<file path="config.mk">
export PLATFORM = sky130hd
export DESIGN_NAME = wheel_encoder_reader
export DESIGN_NICKNAME = d
export VERILOG_FILES = /design/src/rtl/wheel_encoder_reader.sv
export SDC_FILE = /design/constraint.sdc
export NUM_CORES = 1
export LEC_CHECK = 0
export CAP_MARGIN = 15
export CORE_MARGIN = 3
export CORE_UTILIZATION = 34
export CTS_CLUSTER_SIZE = 24
export DETAILED_ROUTE_END_ITERATION = 10
export SLEW_MARGIN = 5
export SYNTH_ARGS = -nofsm -noshare
export SYNTH_HDL_FRONTEND = slang
export SYNTH_SLANG_ARGS = --single-unit
</file>
<file path="constraint.sdc">
create_clock -name clk -period 8.21 [get_ports clk]
set_clock_uncertainty 0.15 [all_clocks]
set_input_delay 1.642 -clock clk [delete_from_list [all_inputs] [get_ports clk]]
set_output_delay 1.642 -clock clk [all_outputs]
set_load 0.01 [all_outputs]
</file>
<file path="src/rtl/wheel_encoder_reader.sv">
// Quadrature encoder reader: synchronizes and glitch-filters A/B, decodes 4x steps into a
// wrapping signed position, and reports steps per window as velocity. Optional index input via ENC_INDEX_EN.
module wheel_encoder_reader #(
    parameter int FILT_LEN   = 4,
    parameter int CNT_W      = 32,
    parameter int VEL_W      = 16,
    parameter int WINDOW_CYC = 1000000
) (
    input  logic             clk,
    input  logic             rst_n,
    input  logic             enc_a,
    input  logic             enc_b,
`ifdef ENC_INDEX_EN
    input  logic             enc_z,
`endif
    input  logic             pos_clr,
    input  logic             err_clr,
    output logic [CNT_W-1:0] pos,
    output logic             dir,
    output logic [VEL_W-1:0] vel,
    output logic             vel_valid,
`ifdef ENC_INDEX_EN
    output logic [CNT_W-1:0] idx_pos,
    output logic             idx_valid,
`endif
    output logic             err
);

`ifdef ENC_INDEX_EN
    localparam int NCH = 3;
`else
    localparam int NCH = 2;
`endif
    localparam int FCW    = $clog2(FILT_LEN + 1);
    localparam int WCW    = $clog2(WINDOW_CYC);
    localparam int ACC_W  = VEL_W + 1;
    localparam int SW     = ACC_W + 1;

    localparam logic signed [SW-1:0] ACC_MAX = {2'b00, {VEL_W{1'b1}}};
    localparam logic signed [SW-1:0] ACC_MIN = {2'b11, {VEL_W{1'b0}}};
    localparam logic signed [SW-1:0] VEL_MAX = {3'b000, {(VEL_W-1){1'b1}}};
    localparam logic signed [SW-1:0] VEL_MIN = {3'b111, {(VEL_W-1){1'b0}}};

    // Channel bit 0 = A, bit 1 = B, bit 2 = Z when present.
    logic [NCH-1:0] pins;
    logic [NCH-1:0] sync_1;
    logic [NCH-1:0] sync_2;
    logic [NCH-1:0] samp;
    logic [NCH-1:0] filt;
    logic [FCW-1:0] fcnt [NCH];

`ifdef ENC_INDEX_EN
    assign pins = {enc_z, enc_b, enc_a};
`else
    assign pins = {enc_b, enc_a};
`endif

    // Two metastability flops, then a sample register feeding the filter comparators.
    always_ff @(posedge clk or negedge rst_n) begin
        if (!rst_n) begin
            sync_1 <= '0;
            sync_2 <= '0;
            samp   <= '0;
        end else begin
            sync_1 <= pins;
            sync_2 <= sync_1;
            samp   <= sync_2;
        end
    end

    always_ff @(posedge clk or negedge rst_n) begin
        if (!rst_n) begin
            filt <= '0;
            for (int i = 0; i < NCH; i++) fcnt[i] <= '0;
        end else begin
            for (int i = 0; i < NCH; i++) begin
                if (samp[i] != filt[i]) begin
                    if (fcnt[i] == FCW'(FILT_LEN - 1)) begin
                        filt[i] <= samp[i];
                        fcnt[i] <= '0;
                    end else begin
                        fcnt[i] <= fcnt[i] + 1'b1;
                    end
                end else begin
                    fcnt[i] <= '0;
                end
            end
        end
    end

    // Gray phase index: forward rotation 00->10->11->01 is +1 modulo 4.
    function automatic logic [1:0] phase_of(input logic [1:0] ab);
        case (ab)
            2'b00:   phase_of = 2'd0;
            2'b10:   phase_of = 2'd1;
            2'b11:   phase_of = 2'd2;
            default: phase_of = 2'd3;
        endcase
    endfunction

    logic [1:0]           ab_prev;
    logic [1:0]           ab_cur;
    logic [1:0]           delta;
    logic                 step_fwd;
    logic                 step_rev;
    logic                 illegal;
    logic signed [SW-1:0] step_val;
    logic signed [SW-1:0] sum;
    logic signed [ACC_W-1:0] acc;
    logic signed [ACC_W-1:0] acc_sat;
    logic [VEL_W-1:0]     vel_sat;
    logic [WCW-1:0]       win_cnt;
    logic                 win_end;

    assign ab_cur  = {filt[0], filt[1]};
    assign win_end = (win_cnt == WCW'(WINDOW_CYC - 1));

    always_comb begin
        delta    = phase_of(ab_cur) - phase_of(ab_prev);
        step_fwd = (delta == 2'd1);
        step_rev = (delta == 2'd3);
        illegal  = (delta == 2'd2);
        step_val = '0;
        if (step_fwd) begin
            step_val = {{(SW-1){1'b0}}, 1'b1};
        end else if (step_rev) begin
            step_val = '1;
        end
        sum = {acc[ACC_W-1], acc} + step_val;
        if (sum > ACC_MAX) begin
            acc_sat = ACC_MAX[ACC_W-1:0];
        end else if (sum < ACC_MIN) begin
            acc_sat = ACC_MIN[ACC_W-1:0];
        end else begin
            acc_sat = sum[ACC_W-1:0];
        end
        if (sum > VEL_MAX) begin
            vel_sat = VEL_MAX[VEL_W-1:0];
        end else if (sum < VEL_MIN) begin
            vel_sat = VEL_MIN[VEL_W-1:0];
        end else begin
            vel_sat = sum[VEL_W-1:0];
        end
    end

    always_ff @(posedge clk or negedge rst_n) begin
        if (!rst_n) begin
            ab_prev <= 2'b00;
            pos     <= '0;
            dir     <= 1'b0;
            err     <= 1'b0;
        end else begin
            ab_prev <= ab_cur;
            if (pos_clr) begin
                pos <= '0;
            end else if (step_fwd) begin
                pos <= pos + CNT_W'(1);
            end else if (step_rev) begin
                pos <= pos - CNT_W'(1);
            end
            if (step_fwd) begin
                dir <= 1'b1;
            end else if (step_rev) begin
                dir <= 1'b0;
            end
            // A new illegal transition outranks a simultaneous clear.
            if (illegal) begin
                err <= 1'b1;
            end else if (err_clr) begin
                err <= 1'b0;
            end
        end
    end

    always_ff @(posedge clk or negedge rst_n) begin
        if (!rst_n) begin
            win_cnt   <= '0;
            acc       <= '0;
            vel       <= '0;
            vel_valid <= 1'b0;
        end else begin
            if (win_end) begin
                win_cnt   <= '0;
                acc       <= '0;
                vel       <= vel_sat;
                vel_valid <= 1'b1;
            end else begin
                win_cnt   <= win_cnt + 1'b1;
                acc       <= acc_sat;
                vel_valid <= 1'b0;
            end
        end
    end

`ifdef ENC_INDEX_EN
    logic z_prev;

    // idx_pos captures pos as it stood before this cycle's step.
    always_ff @(posedge clk or negedge rst_n) begin
        if (!rst_n) begin
            z_prev    <= 1'b0;
            idx_pos   <= '0;
            idx_valid <= 1'b0;
        end else begin
            z_prev    <= filt[2];
            idx_valid <= filt[2] & ~z_prev;
            if (filt[2] & ~z_prev) begin
                idx_pos <= pos;
            end
        end
    end
`endif

endmodule

</file>
* After elaboration in Yosys (flattened, before gate mapping) *
Cells that the tools add are included.

operators by class
  multiplexer cells = 22
  reductions and logical operators = 7
  magnitude comparators = 4
  add/sub/neg operators = 7
  eq/ne operators = 12

operators by type and width
  kind                   number
  $mux 32                3
  $mux 17                3
  $mux 18                2
  $add 32x1->32 const B  1
  $mux 16                2
  $sub 32x1->32 const B  1
  $add 20x1->20 const B  1
  $eq 20x20->1 const B   1
  $mux 20                1
  $add 18x18->18         1
  $gt 18x16->1 const B   1
  $gt 18x17->1 const B   1
  $lt 18x16->1 const B   1
  $lt 18x17->1 const B   1
  $eq 2x2->1 const B     6
  $mux 3                 4
  $pmux 2 s3             2
  $add 3x1->3 const B    2
  $eq 3x2->1 const B     2
  $mux 1                 5
  $logic_not 2->1        2
  $reduce_and 2->1       2
  $reduce_bool 2->1      2
  $reduce_bool 3->1      1
  3 further kinds        4

word-level totals
  word-level logic and storage cells = 67
  bits of input ports = 6
  output and inout port bits = 51
  flip-flop bits (word level) = 104

* Longest topological paths before layout *
Gate-level depths: netlist of run 1.

  depth after elaboration = 11
  depth in mapped cells = 18
  gate-level depth less buffers = 16

* Least setup slack after synthesis of run 1 *
Ideal clock, no wire load.

  kind = flip-flop to flip-flop
  from = reg filt[0]
  to = reg pos[30]
  data arrival time = 4.325 ns
  setup slack = 3.609 ns
  clock period less this slack = 4.601 ns
  stages on the path, launching flop included = 17
  path buffers = 1
  required time = 7.934 ns
  setup time = 0.126 ns
  cell sequence = dfrtp_1 inv_1 ha_1 ha_1 clkbuf_1 inv_1 and2_1 inv_1 ha_1 and3_1 and3_1 a2111oi_0 nand2_1 o21ai_0 nand2_1 o211a_1 a221o_1

between the ends
  longest elaborated chain between the ends = 6
  elaborated cells between the ends (all ways) = 10
  classes of those cells = add/sub (1); eq/ne (4); mux (3); reduce/logical (2)

RTL lines
  what                                                  RTL line  text
  start, declared                                       49        logic [NCH-1:0] filt;
  start signal, assigned by index                       79        filt[i] <= samp[i];
  $eq 2x2->1 / $logic_not 2->1 (equally long branches)  93        case (ab)
  $pmux 2 s3 (*)                                        93
  $sub 2x2->2 (*)                                       119       delta = phase_of(ab_cur) - phase_of(ab_prev);
  $eq 2x1->1                                            120       step_fwd = (delta == 2'd1);
  $mux 32                                               156       end else if (step_fwd) begin
  $mux 32                                               154       if (pos_clr) begin
  end signal, assigned                                  157       pos <= pos + CNT_W'(1);
  end signal, assigned                                  159       pos <= pos - CNT_W'(1);
  end, declared                                         18        output logic [CNT_W-1:0] pos,

Every way passes the cells marked *; elsewhere a longest branch is shown, timed or not.
A chain may end at the register's enable or synchronous reset.

* Final worst setup path of run 1 *
Ends and elaborated chain as after synthesis.

==> out/results.ini, run 1 <==
[outcome]
status = completed

[cells_and_area]
layout_common_cells = dfrtp_1, nand2_1, a21oi_1, nor2_1, clkdlybuf4s50_1
final_layout_size_suffix_gt1_share_pct = 4.99
multi_input_area_sq_um = 3560
area_delta_synth_final_pct = 16.3
diodes = 0
instances_no_fill = 990
fin_area_sq_um = 7450
nets = 804
fillers = 1784
seq_area_sq_um = 2600
final_common_cell = dfrtp_1

[grt]
first_global_vias = 5196
antenna_found_initial = 0
grt_pass1_wl_mm = 26.3
grt-ovfl-total = 0
grt_max_degree = 65
grt_usage_pct = 15.7

[min_path]
hold_class = register to register
hold_path_startpoint = sync_1[1]
holdPathStages = 0

[placement]
routabilityCongestion = 0.900
post-dp-hpwl_mm = 10.9
placed_cell_area_sq_um = 7150
dp.cells = 973
place.port_buffers = 56

[detailed_routing]
routed_via_density = 5.37
num_vias = 5312
drc = 0
final_antenna_net_count = 0
wl_per_cell_microns = 15.6
drt_pre_antenna_iters = 5
drt_iter0_drc = 469
routed_wl_mm = 15.5

[clocking]
clkTransAtPathRegs_ns = 0.08
cts_hold_buf = 0
cts_tree = yes
cts_root_buf = clkbuf_16
clock-sinks = 104
numCtsBuffers = 9
cts_max_path_buffers = 2
cts_setup_buffers = 0
cts_resized = 0
clock_latency_ns = 0.36
ctsHtreeMaxLevel = 3

[synth]
yosys_warnings = 0
synth_nets = 759
synth_area_sq_um = 6410
syn_avg_cell_area_sq_um = 9.01
yosys.area.top_type = dfrtp_1
yosysTopAreaCellShare_pct = 40.6
synth-main-ff-cell = dfrtp_1
synth.distinct_cells = 72
synth_edf_count = 0
synthArstFlopShare_pct = 100
synth-seq-cells = 104
synthCells = 711
ys_top_cells_by_area = dfrtp_1, ha_1, a21oi_1
seq_area_frac_synth_pct = 40.6

[sta]
rsz0062_at_grt = false
finalCritPeriodShare_pct = 70.3
finalSetupTns_ns = 0
slew-limit-headroom_pct = 28.0
fmax_mhz = 173
setup_viol = 0
finalHoldViolations = 0
slew_violations = 0
worst_pin_slew_ns = 1.08
fin_crit_ns = 5.77
holdWs_ns = 0.207

[floorplan]
start_util_pct = 35.2
fp.dieH_microns = 143
io_pins = 57
core-area_sq_um = 18200
design.die.area_sq_um = 20500
die_w_microns = 143
row_count = 49

[worst_setup_path]
worstSetupPathType = register to register
cp-end-kind = register
crit_slowest_cell = ha_1
worstPathArrival_ns = 5.87
crit_start = filt[0]
crit_fanout = 35
r2r_setup_slack_ns = 2.44
reg2reg_from = filt[0]
path_cells = inv_1 -> ha_1 -> ha_1 -> inv_1 -> and2_1 -> inv_1 -> buf_4 -> ha_1 -> and3_1 -> and3_1 -> a2111oi_0 -> nand2_1 -> o21ai_0 -> nand2_1 -> o211a_1 -> a221o_1
required_ns = 8.31
startpoint_type = register
worst_path_largest_cell_delay_ns = 1.00
reg2reg_depth = 16

[flow_run]
cap_violations = 0

==> state kept, by name (all words and copies together) (netlist names) <==
register and cells:
fcnt 6, pos 32, win_cnt 20, sync_2 2, vel 16, sync_1 2
vel_valid 1, filt 2, err 1, samp 2, ab_prev 2, acc 17
dir 1
==> cells in the mapped netlist, drive strengths merged, types with 2 or more instances <==
master,n
dfrtp,104
nand2,80
a21oi,71
nor2,57
o21ai,44
ha,41
xnor2,36
inv,34
nand3,27
xor2,18
clkbuf,17
o211ai,16
nor3,13
nand4,12
or4,11
and3,10
and2,9
or3,9
a21o,8
a221o,8
buf,8
nor4,6
a211oi,4
nor2b,4
o21a,4
o22ai,4
o31ai,4
or2,4
a22oi,3
a31o,3
a31oi,3
a32oi,3
nand2b,3
nor3b,3
a21boi,2
and4,2
mux2,2
mux2i,2
o21bai,2
o22a,2
==> final timing paths <==
kind,to
max reg2reg,pos[30]
min reg2reg,sync_2[1]
min in group asynchronous,vel[11]
min,sync_2[1]
max in group asynchronous,acc[16]
max,pos[30]
==> worst max-delay path: cells and delay by family (launching register included) <==
family | cells | cell delay, ns
compound gates | 4 | 1.34
fa+ha+maj | 3 | 1.67
buf+inv | 4 | 1.07
flops | 1 | 0.41
simple gates | 5 | 1.00
==> through the flow <==
step | setup slack, ns | util [%]
after floorplan | 3.61 | -
after global placement | 2.57 | 39.3
after detailed placement | 2.37 | 39.3
after CTS | 2.34 | 40.9
after global routing | 1.91 | 40.9
final | 2.44 | 40.9
==> cells by family (layout without fill, tap and decap cells) <==
logic type | Yosys count | count (layout) | synth area share [%]
simple gates | 252 | 252 | 19.2
mux | 4 | 4 | 0.664
fa+ha+maj | 42 | 42 | 8.32
buf+inv | 59 | 109 | 3.77
compound gates | 195 | 195 | 19.4
flops | 104 | 104 | 40.6
xor+xnor | 55 | 55 | 8.08
==> cell type report <==
cell class	instances	share of cell area, %
sequential	104	34.9
clock inverter	6	0.822
timing repair buffer	59	7.84
tap	229	3.84
multi-input combinational	548	47.8
clock buffer	10	3.07
inverter	34	1.71
==> per-layer routing <==
layer	vias to the layer above	wire length [microns]	share of wire [%]	track usage, %
met5	-	0	0	0
met4	0	219	1.4	4.51
met3	18	395	2.6	2.55
met2	73	6990	45	24.3
met1	2563	7870	51	22.6
li1	2658	-	-	-
Power of run 1 is not shown: default switching activity piles up to over one toggle a cycle in this logic, so the estimate is an artifact.
==> inputs of run 2 (changes only) <==
==> constraint.sdc (replaced) <==
create_clock -name clk -period 4.8 [get_ports clk]
set_clock_uncertainty 0.15 [all_clocks]
set_input_delay 0.96 -clock clk [delete_from_list [all_inputs] [get_ports clk]]
set_output_delay 0.96 -clock clk [all_outputs]
set_load 0.01 [all_outputs]
==> out/results.ini, run 2 (synthesis results as in run 1) <==
[cells_and_area]
largest_reg_flops = 32
seq_area_sq_um = 2600
layout_common_cells = dfrtp_1, nand2_1, a21oi_1, nor2_1, clkdlybuf4s50_1
top_regs = pos (32), win_cnt (20), acc (17)
fillers = 1798
area_delta_synth_final_pct = 17.8
final_layout_size_suffix_gt1_share_pct = 6.60
final_common_cell = dfrtp_1
multi_input_area_sq_um = 3560
diodes = 0
final_core_util_pct = 41.5
regMostFlops = pos
nets = 816

[sta]
slew-limit-headroom_pct = 23.4
slew_violations = 0
fin_crit_ns = 4.44
rsz0062_at_grt = false
worst_pin_slew_ns = 1.14
finalSetupTns_ns = 0
finalCritPeriodShare_pct = 92.5
fmax_mhz = 225
finalHoldViolations = 0
setup_viol = 0

[detailed_routing]
drt_iter0_drc = 434
routed_via_density = 5.39
final_antenna_net_count = 0
num_vias = 5398
drt_pre_antenna_iters = 5
drc = 0
routed_wl_mm = 15.8
wl_per_cell_microns = 15.8

[grt]
grt_usage_pct = 15.9
first_global_vias = 5224
antenna_found_initial = 0
grt-ovfl-total = 0
grt_max_degree = 57
grt_pass1_wl_mm = 26.3

[clocking]
cts_tree = yes
cts_setup_buffers = 0
clock-sinks = 104
clock_latency_ns = 0.36
cts_max_path_buffers = 2
cts_hold_buf = 0
clkTransAtPathRegs_ns = 0.08
numCtsBuffers = 9
ctsHtreeMaxLevel = 3
cts_resized = 0
cts_root_buf = clkbuf_16

[min_path]
hold_class = register to register

[placement]
routabilityCongestion = 0.918
post-dp-hpwl_mm = 11.1
place.port_buffers = 56

[floorplan]
fp.dieH_microns = 143
core-area_sq_um = 18200
die_w_microns = 143
io_pins = 57
design.die.area_sq_um = 20500
start_util_pct = 35.2
row_count = 49

[worst_setup_path]
required_ns = 4.90
worstSetupPathType = register to register
worstPathArrival_ns = 4.54
startpoint_type = register
cp-end-kind = register
crit_fanout = 9

[flow_run]
cap_violations = 0

[outcome]
status = completed

[run 2: changes by cell type in the layout (fill, tap and decap cells not counted), sizes merged]
cell      previous run  this run
buf                  4        16
clkbuf              10         9
clkinv               2         3
clkinvlp             1         0
inv                 37        38
[run 2: path summary, 6_finish.rpt]
check | start | endpoint | cells past startpoint | slack, ns
max | filt[0] | pos[30] | 16 | 0.36
min in group asynchronous | rst_n | vel[11] | 1 | 0.51
max in group asynchronous | rst_n | pos[19] | 2 | 3.13
max reg2reg | filt[0] | pos[30] | 16 | 0.36
min reg2reg | sync_1[1] | sync_2[1] | 0 | 0.20
min | sync_1[1] | sync_2[1] | 0 | 0.20
[run 2: worst max-delay path, stage by stage, from the launching register on]
cell and delay [ns]:
dfrtp_1 0.40, inv_1 0.07, ha_1 0.29, ha_1 0.19, xnor3_1 0.36, and2_1 0.21
inv_1 0.28, ha_1 0.37, and3_1 0.23, and3_1 0.18, a2111oi_0 0.49, buf_4 0.21
nand2_1 0.06, o21ai_0 0.23, nand2_1 0.13, o211a_1 0.23, a221o_1 0.25
[run 2: metal layers]
metal | part of all wire [%] | vias up | GRT usage, %
li1 | - | 2684 | -
met1 | 49 | 2588 | 22.2
met2 | 46 | 110 | 25.5
met3 | 3.5 | 16 | 3.38
met4 | 1.4 | 0 | 3.62
met5 | 0 | - | 0
[run 2: per-stage QoR]
stage / hold slack [ns] / setup slack [ns] / cells / area, sq um
5_1_grt: 0.210 / 0.0622 / 1002 / 7550
4_1_cts: 0.205 / 0.331 / 1002 / 7550
2_1_floorplan: 0.181 / 0.199 / 711 / 6410
3_3_place_gp: 0.184 / 0.371 / 986 / 7250
6_report: 0.203 / 0.358 / 1002 / 7550
3_5_place_dp: 0.187 / 0.336 / 986 / 7250
[run 2: layout make-up]
| class | instances | area share [%] |
|---|---|---|
| Timing Repair Buffer | 71 | 8.88 |
| Clock inverter | 7 | 0.978 |
| Multi-Input combinational cell | 548 | 47.2 |
| Sequential cell | 104 | 34.5 |
| Tap cell | 229 | 3.80 |
| Clock buffer | 9 | 2.98 |
| Inverter | 34 | 1.69 |
Power of run 2 is left out for the same reason.
==> inputs of run 3 (changes only) <==
--- a/config.mk
+++ b/config.mk
@@ -5,7 +5,9 @@
 export SDC_FILE = /design/constraint.sdc
 export NUM_CORES = 1
 export LEC_CHECK = 0
+export ABC_AREA = 1
 export CAP_MARGIN = 15
+export CORE_ASPECT_RATIO = 1.75
 export CORE_MARGIN = 3
 export CORE_UTILIZATION = 34
 export CTS_CLUSTER_SIZE = 24
==> out/results.ini, run 3 <==
[outcome]
status = completed

[cells_and_area]
largest_reg_flops = 32
regMostFlops = pos
area_delta_synth_final_pct = 16.8
diodes = 0
final_layout_size_suffix_gt1_share_pct = 9.17
fillers = 2053
final_core_util_pct = 40.8
nets = 1025
top_regs = pos (32), win_cnt (20), acc (17)
layout_common_cells = nand2_1, inv_1, dfrtp_1, nor2_1, a21oi_1
final_common_cell = nand2_1

[sta]
finalSetupTns_ns = 0
finalCritPeriodShare_pct = 88.8
finalHoldViolations = 0
fin_crit_ns = 4.26
slew-limit-headroom_pct = 47.0
setup_viol = 0
slew_violations = 0
worst_pin_slew_ns = 0.792
rsz0062_at_grt = false
fmax_mhz = 235

[synth]
synth_xor_area_share_pct = 2.78
synth.mux.area_fraction_pct = 0.163
synth_area_sq_um = 6920
syn_avg_cell_area_sq_um = 7.53
synth-seq-cells = 104
synth_commonest_cells = nand2_1, inv_1, dfrtp_1, nor2_1, a21oi_1
synth-main-ff-cell = dfrtp_1
synth.most_common_cell = nand2_1
yosys.area.top_type = dfrtp_1
synthArstFlopShare_pct = 100
yosys.area_share.simple_pct = 27.6
seq_area_frac_synth_pct = 37.6
synthCells = 919
ys_top_cells_by_area = dfrtp_1, nand2_1, ha_1
synth_top_family_by_area = simple AND/OR/NAND/NOR gates
synth_edf_count = 0
yosys_warnings = 0
yosysTopAreaCellShare_pct = 37.6
synthAdderAreaFrac_pct = 7.70
synth-compound-area-share_pct = 15.8
synth.distinct_cells = 45
synth_nets = 967

[floorplan]
design.die.area_sq_um = 22200
start_util_pct = 34.9
die_w_microns = 114
io_pins = 57
fp.dieH_microns = 195
row_count = 68
core-area_sq_um = 19800

[min_path]
hold_class = register to register
hold_path_startpoint = sync_2[1]

[detailed_routing]
routed_via_density = 4.96
wl_per_cell_microns = 14.2
routed_wl_mm = 17.4
drc = 0
drt_iter0_drc = 249
final_antenna_net_count = 0
drt_pre_antenna_iters = 4
num_vias = 6079

[clocking]
cts_max_path_buffers = 2
clock_latency_ns = 0.36
cts_hold_buf = 0
ctsHtreeMaxLevel = 3
clkTransAtPathRegs_ns = 0.07
cts_tree = yes
clock-sinks = 104
numCtsBuffers = 9
cts_root_buf = clkbuf_16

[worst_setup_path]
cp-end-kind = register
worstSetupPathType = register to register
worst_path_largest_cell_delay_ns = 0.40
worstPathArrival_ns = 4.38
startpoint_type = register
required_ns = 4.92
crit_fanout = 21
reg2reg_from = filt[0]
path_cells = inv_1 -> ha_1 -> ha_1 -> inv_1 -> nand2_1 -> nand3_1 -> nand2_4 -> nor2_1 -> inv_2 -> buf_12 -> ha_1 -> a21oi_1 -> inv_1 -> a31oi_1 -> o21ai_0 -> a211oi_1 -> o21ai_1 -> nand4_1 -> nand3_1 -> nand2_1 -> nand2_1 -> o21ai_0
crit_start = filt[0]
crit_slowest_cell = dfrtp_1

[flow_run]
cap_violations = 0

[grt]
antenna_found_initial = 0
grt-ovfl-total = 0
grt_max_degree = 80
grt_usage_pct = 16.5
grt_pass1_wl_mm = 29.5
first_global_vias = 6255

[placement]
place.port_buffers = 56
routabilityCongestion = 0.889
post-dp-hpwl_mm = 13.3

-- run 3: cell count changes in the layout (fill, tap and decap cells not counted), sizes merged, moves of 13 or more --
| cell | before | now |
|---|---|---|
| o211ai | 16 | 3 |
| xnor2 | 36 | 7 |
| nand3 | 27 | 61 |
| nor2 | 57 | 84 |
| or2 | 4 | 18 |
| inv | 38 | 128 |
| nand2 | 80 | 225 |
-- run 3: what timing repair did --
action,in CTS,in global routing
resized for setup,0,5
setup endpoints to repair,0,7
buffers inserted,0,0
-- run 3: worst max-delay path: cells and delay by family, from the launching register on --
kind                       cells  cell delay (ns)
AOI/OAI and AO/OA              6             1.24
and+or+nand+nor                8             0.91
adders and majority gates      3             0.88
buffers and inverters          5             0.57
DFF                            1             0.40
-- run 3: kinds of logic (layout without fill, tap and decap cells) --
logic type               count (synthesis)  after routing
AND/OR/NAND/NOR                        423            423
AO/OA/AOI/OAI                          182            182
buffers and inverters                  145            207
flip-flops                             104            104
adder cells (fa/ha/maj)                 42             42
XOR/XNOR                                22             22
multiplexers                             1              1
-- run 3: cell type report --
cell class                      count  area [sq um]  area share, %
Inverter                          127           477           5.90
Clock buffer                        9           225           2.79
Sequential cell                   104          2600           32.2
Clock inverter                      6          70.1          0.867
Multi-Input combinational cell    670          3740           46.3
Timing Repair Buffer               65           658           8.14
Tap cell                          245           307           3.79
-- run 3: path summary, 6_finish.rpt --
kind	end	cells past startpoint	slack, ns
worst max-delay path	pos[31]	22	0.54
worst min-delay path	samp[1]	0	0.20
worst max register to register	pos[31]	22	0.54
worst min register to register	samp[1]	0	0.20
max in group asynchronous	fcnt[0]	3	3.12
min in group asynchronous	pos[28]	1	0.38
-- run 3: metrics by stage --
stage	hold WS [ns]	worst slack [ns]	cell area (sq um)	instances
2_1_floorplan	0.181	0.656	6920	919
3_3_place_gp	0.188	0.276	7760	1210
3_5_place_dp	0.185	0.287	7760	1210
4_1_cts	0.202	0.242	8050	1225
5_1_grt	0.211	0.106	8080	1226
6_report	0.200	0.539	8080	1226
-- run 3: metal layers --
layer	global-route usage, %	up-vias	wire length [microns]
li1	-	3143	-
met1	17.7	2792	6860
met2	31.1	102	9390
met3	2.21	42	469
met4	7.66	0	697
met5	0	-	0
Power of run 3 is left out for the same reason.
